==> config.mk <==
export PLATFORM = sky130hd
export DESIGN_NAME = dac_sweep_ctrl
export DESIGN_NICKNAME = d
export VERILOG_FILES = /design/src/rtl/dac_sweep_pkg.sv /design/src/rtl/dac_dwell_cnt.sv /design/src/rtl/dac_sweep_ctrl.sv
export SDC_FILE = /design/constraint.sdc
export NUM_CORES = 1
export LEC_CHECK = 0
export CELL_PAD_IN_SITES_DETAIL_PLACEMENT = 1
export CELL_PAD_IN_SITES_GLOBAL_PLACEMENT = 1
export CORE_MARGIN = 1.5
export CORE_UTILIZATION = 40
export DETAILED_ROUTE_END_ITERATION = 6
export DONT_BUFFER_PORTS = 1
export GPL_ROUTABILITY_DRIVEN = 0
export PLACE_DENSITY_LB_ADDON = 0.1
export SKIP_CTS_REPAIR_TIMING = 1
export SYNTH_ARGS = -nofsm -noshare
export SYNTH_HDL_FRONTEND = slang
export SYNTH_SLANG_ARGS = --single-unit
export TNS_END_PERCENT = 1
==> constraint.sdc <==
create_clock -name clk -period 10.6 [get_ports clk]
set_clock_uncertainty 0.2 [all_clocks]
set_input_delay 1.59 -clock clk [delete_from_list [all_inputs] [get_ports clk]]
set_output_delay 1.59 -clock clk [all_outputs]
set_load 0.01 [all_outputs]
==> src/rtl/dac_sweep_pkg.sv <==
// dac_sweep_pkg: shared widths, limits and FSM state type
// for the DAC staircase sweep controller.
package dac_sweep_pkg;

  localparam int DAC_W = 10;
  localparam logic [DAC_W-1:0] DAC_MAX = 10'd1023;
  localparam int DIV_W = 16;

  typedef enum logic [0:0] {
    IDLE = 1'b0,
    RUN  = 1'b1
  } state_t;

endpackage

==> src/rtl/dac_dwell_cnt.sv <==
// dac_dwell_cnt: dwell timer; counts while enabled, tc when cnt==div.
// Ports: clk, rst, clr, en, div in; tc out.
module dac_dwell_cnt
  import dac_sweep_pkg::*;
#(
  parameter int DIVW = DIV_W
) (
  input  logic            clk,
  input  logic            rst,
  input  logic            clr,
  input  logic            en,
  input  logic [DIVW-1:0] div,
  output logic            tc
);

  logic [DIVW-1:0] cnt;

  always_ff @(posedge clk) begin
    if (rst)
      cnt <= '0;
    else if (clr)
      cnt <= '0;
    else if (en)
      cnt <= cnt + 1'b1;
  end

  assign tc = (cnt == div);

endmodule

==> src/rtl/dac_sweep_ctrl.sv <==
// dac_sweep_ctrl: staircase sweep sequencer driving the DAC code bus,
// with host direct write when idle. All outputs registered.
// Ports: clk, rst, start, abort, start_code, stop_code, step, div,
// repeat_en, host_we, host_code in; dac_code, busy, step_strobe,
// done, host_rej out.
module dac_sweep_ctrl
  import dac_sweep_pkg::*;
#(
  parameter int DW   = DAC_W,
  parameter int DIVW = DIV_W
) (
  input  logic            clk,
  input  logic            rst,
  input  logic            start,
  input  logic            abort,
  input  logic [DW-1:0]   start_code,
  input  logic [DW-1:0]   stop_code,
  input  logic [DW-1:0]   step,
  input  logic [DIVW-1:0] div,
  input  logic            repeat_en,
  input  logic            host_we,
  input  logic [DW-1:0]   host_code,
  output logic [DW-1:0]   dac_code,
  output logic            busy,
  output logic            step_strobe,
  output logic            done,
  output logic            host_rej
);

  state_t          state;
  logic [DW-1:0]   start_q;
  logic [DW-1:0]   stop_q;
  logic [DW-1:0]   step_q;
  logic [DIVW-1:0] div_q;
  logic            rep_q;
  logic            up_q;

  logic            go;
  logic            tc;
  logic            at_stop;
  logic [DW:0]     sum;
  logic [DW:0]     diff;
  logic [DW-1:0]   nxt;

  assign go      = (state == IDLE) && start && !abort;
  assign at_stop = (dac_code == stop_q);

  // One extra bit catches both overflow past the top code
  // and underflow below zero, so either clamps to stop.
  assign sum  = {1'b0, dac_code} + {1'b0, step_q};
  assign diff = {1'b0, dac_code} - {1'b0, step_q};

  always_comb begin
    nxt = stop_q;
    if (up_q) begin
      if (sum < {1'b0, stop_q})
        nxt = sum[DW-1:0];
    end else begin
      if (!diff[DW] && (diff[DW-1:0] > stop_q))
        nxt = diff[DW-1:0];
    end
  end

  dac_dwell_cnt #(
    .DIVW (DIVW)
  ) u_dwell (
    .clk (clk),
    .rst (rst),
    .clr ((state != RUN) || tc || abort),
    .en  (state == RUN),
    .div (div_q),
    .tc  (tc)
  );

  always_ff @(posedge clk) begin
    if (rst) begin
      state       <= IDLE;
      dac_code    <= '0;
      busy        <= 1'b0;
      step_strobe <= 1'b0;
      done        <= 1'b0;
      host_rej    <= 1'b0;
      start_q     <= '0;
      stop_q      <= '0;
      step_q      <= '0;
      div_q       <= '0;
      rep_q       <= 1'b0;
      up_q        <= 1'b0;
    end else begin
      step_strobe <= 1'b0;
      done        <= 1'b0;
      host_rej    <= 1'b0;
      unique case (state)
        IDLE: begin
          if (go) begin
            start_q     <= start_code;
            stop_q      <= stop_code;
            step_q      <= (step == '0) ? DW'(1) : step;
            div_q       <= div;
            rep_q       <= repeat_en;
            up_q        <= (stop_code >= start_code);
            dac_code    <= start_code;
            busy        <= 1'b1;
            step_strobe <= 1'b1;
            host_rej    <= host_we;
            state       <= RUN;
          end else if (host_we) begin
            dac_code <= host_code;
          end
        end
        RUN: begin
          host_rej <= host_we;
          if (abort) begin
            busy  <= 1'b0;
            state <= IDLE;
          end else if (tc) begin
            if (at_stop) begin
              if (rep_q) begin
                dac_code    <= start_q;
                step_strobe <= 1'b1;
              end else begin
                busy  <= 1'b0;
                done  <= 1'b1;
                state <= IDLE;
              end
            end else begin
              dac_code    <= nxt;
              step_strobe <= 1'b1;
            end
          end
        end
        default: state <= IDLE;
      endcase
    end
  end

endmodule

==> results by group <==
Clock network
  • CTS Buf Count: 9
  • Root Buffer: clkbuf_16
  • H-tree lvl count: 3
  • Clock sinks: a little under 80
  • CTS clk-pin slew, worst paths: 60 ps
  • CTS tree: yes
  • Clock Latency Late Sink: 360 ps
  • Max clock buf depth: 2

Global routing
  • Met1 usage: 27.14%
  • GR peak layer: met2
  • Met2 global-route usage: a little over two fifths
  • Global-route wire length before repair: about 26000 um
  • GRT overflow: 0
  • Vias in the first global route: 5031
  • Met3 usage: 5.125%
  • Largest net degree at the start of global routing: 65
  • Gr usage total: 23.14%
  • Initial antenna violation count: 0

Die
  • Die height: 119.1 um
  • Num rows: 42
  • Die width: 119.1 um
  • Initial core utilization: 40.90%
  • Die ar.: 0.01419 mm2
  • I/O pins: 76
  • Core area: 0.01319 mm2

Layout
  • Antenna fix cells: 0
  • Commonest non-fill, non-tap cell in the layout: nand2_1
  • Commonest non-fill, non-tap cells in the layout: 117 x nand2_1, 79 x dfxtp_1, 75 x a21oi_1
  • Area Growth Syn to Fin: 7.931%
  • Final nets: around 800
  • Layout cells sized above 1: 4.519%
  • Fillers: 1613
  • Final core utilization: 44.15%

Timing
  • Tmin final: 4893 ps
  • Slew headroom: 22.90%
  • Final Hold Violating Endpoints: 0
  • Worst Hold Slack: approximately 250 ps
  • Worst slew pin tran: 1154 ps
  • TNS Setup: 0 ps
  • Unrepaired setup endpoints after global routing: no
  • Max frequency: 0.2044 GHz
  • Slew Limit Fails: 0
  • # setup viols final: 0
  • Tcrit/Tclk final: 46.16%

Detailed routing
  • DR vias: approximately 4800
  • Drt wl/cell: roughly 19 um
  • ANT nets after route: 0
  • Residual DRC: 0
  • Iter 0 DRT Violations: 193
  • Drt total wl: 16200 um
  • Vias/cell: 5.549
  • DR pass1 iterations: 4

Power and ir drop
  • Static Leakage: approximately 2.3 nW
  • Max rail drop VDD: 0.08826 mV
  • PwrDens: 177.3 mW/mm2

Synth
  • Register area share after synthesis: 29.31%
  • Netlist Area Pre-Place: 0.005395 mm2
  • Share of the synthesized area in the top cell type: a little under 30%
  • Distinct cell type count of the synthesized netlist: 61
  • Top FF cell, synth: dfxtp_1
  • Largest area contributor in the netlist: dfxtp_1
  • Syn. warnings: 0
  • Synth top area cells: dfxtp_1 29%, ha_1 12%, nand2_1 8.1%, a21oi_1 7.0%, xor2_1 4.9%
  • Post-synth net total: between 800 and 900
  • FF+latch count, synth: 79
  • Number of flops mapped to enable cells by yosys: 0
  • Mean post-synth cell area: 7.707 um2
  • Asr flop ratio synth: 0%
  • Syn Inst Count: 700

Worst setup path
  • Crit path DAT: 4930 ps
  • Critical Path Fanout Max: 6
  • Endpoint class of the critical path: flip-flop
  • Critical path type: flip-flop to flip-flop
  • CP required: 10640 ps
  • Worst setup SP type: flip-flop

Min path
  • Hold Path Class: flip-flop to flip-flop

Placement
  • PortBufs: 0
  • Post-DP HPWL: around 13000 um

Run
  • # Max-Cap Violations: 0

Run status
  • Status: complete, no violations
[where the power goes]
part           switching [mW]  internal, mW
Clock                   0.145         0.187
Sequential             0.0273         0.313
Combinational           0.214         0.146
[worst paths after layout]
kind / from / to / slack, ps / cells past startpoint
worst max-delay path: dac_code[1]$_SDFFE_PP0P_ / dac_code[6]$_SDFFE_PP0P_ / 5710 / 15
worst min-delay path: start_q[0]$_SDFFE_PP0P_ / start_q[0]$_SDFFE_PP0P_ / 250 / 2
worst max register to register: dac_code[1]$_SDFFE_PP0P_ / dac_code[6]$_SDFFE_PP0P_ / 5710 / 15
worst min register to register: start_q[0]$_SDFFE_PP0P_ / start_q[0]$_SDFFE_PP0P_ / 250 / 2
[critical path: stages (launching register included)]
cell,delay (ps)
dfxtp_1,540
ha_1,300
nand2b_1,180
a221oi_1,390
o311ai_1,240
nor4bb_1,190
nor3_1,330
ha_1,320
o2111ai_1,160
or3_1,170
a21oi_1,50
nor3_1,660
buf_4,290
nand2b_1,220
o221ai_1,200
a2111oi_1,350
[state kept, by name (all words and copies together) (netlist names)]
signal and cells:
div_q 16, u_dwell.cnt 16, dac_code 10, start_q 10
step_q 10, stop_q 10, busy 1, done 1
host_rej 1, rep_q 1, state 1, step_strobe 1
up_q 1
[cells by family after synthesis]
family                   after synthesis  share of synthesized area, %
multiplexers                           4                        0.7421
buffers and inverters                 77                         5.658
XOR/XNOR                              52                         8.441
adder cells (fa/ha/maj)               53                         12.57
AND/OR/NAND/NOR                      269                         22.89
flip-flops                            79                         29.31
AO/OA/AOI/OAI                        166                         20.39
[Yosys cell counts, types with 2 or more instances]
| master | instances |
|---|---|
| a31oi_1 | 2 |
| dfxtp_1 | 79 |
| a2111oi_4 | 2 |
| nor4_1 | 10 |
| and3_1 | 2 |
| o21ai_0 | 23 |
| xor2_1 | 30 |
| nor2b_1 | 13 |
| mux2i_1 | 4 |
| a2111oi_1 | 2 |
| a2bb2oi_1 | 2 |
| ha_1 | 51 |
| nand2b_1 | 11 |
| a21o_1 | 4 |
| clkbuf_1 | 24 |
| or3_1 | 8 |
| o211ai_1 | 2 |
| a211oi_1 | 13 |
| o2111ai_1 | 3 |
| nand2_1 | 117 |
| a21oi_1 | 75 |
| a311oi_1 | 3 |
| nor2_1 | 57 |
| nand3_1 | 4 |
| a221oi_1 | 5 |
| o221ai_1 | 3 |
| and4_1 | 2 |
| o21a_1 | 5 |
| o21ai_1 | 4 |
| nor3_1 | 20 |
| inv_1 | 43 |
| buf_4 | 3 |
| xnor2_1 | 22 |
| buf_1 | 3 |
| nand4_1 | 10 |
| o21bai_1 | 4 |
| buf_2 | 3 |
| and2_1 | 7 |
| fa_1 | 2 |
| or2_2 | 2 |
[layout make-up]
class | count | area, um2 | share of cell area [%]
inverters | 43 | 161.4 | 2.772
flip-flops and latches | 79 | 1582 | 27.16
well taps | 176 | 220.2 | 3.782
clock buffers | 9 | 225.2 | 3.868
multi-input cells | 544 | 3516 | 60.38
clock inverters | 7 | 88.84 | 1.526
repair buffers | 4 | 30.03 | 0.5157
[routing by layer]
layer	vias up	part of all wire, %
li1	2380	-
met1	2313	43
met2	74	51
met3	16	3.9
met4	0	1.4
met5	-	0
[per-stage QoR]
step / total power, mW / std cells / instance area (um2) / setup slack [ps]
floorplan: 0.6159 / 700 / 5395 / 6704
global placement: 0.6904 / 846 / 5509 / 5768
detailed placement: 0.7058 / 846 / 5509 / 5699
CTS: 1.040 / 862 / 5823 / 5669
global route: 1.094 / 862 / 5823 / 5429
finish: 1.033 / 862 / 5823 / 5707
Power figures use the tool's default switching activity.
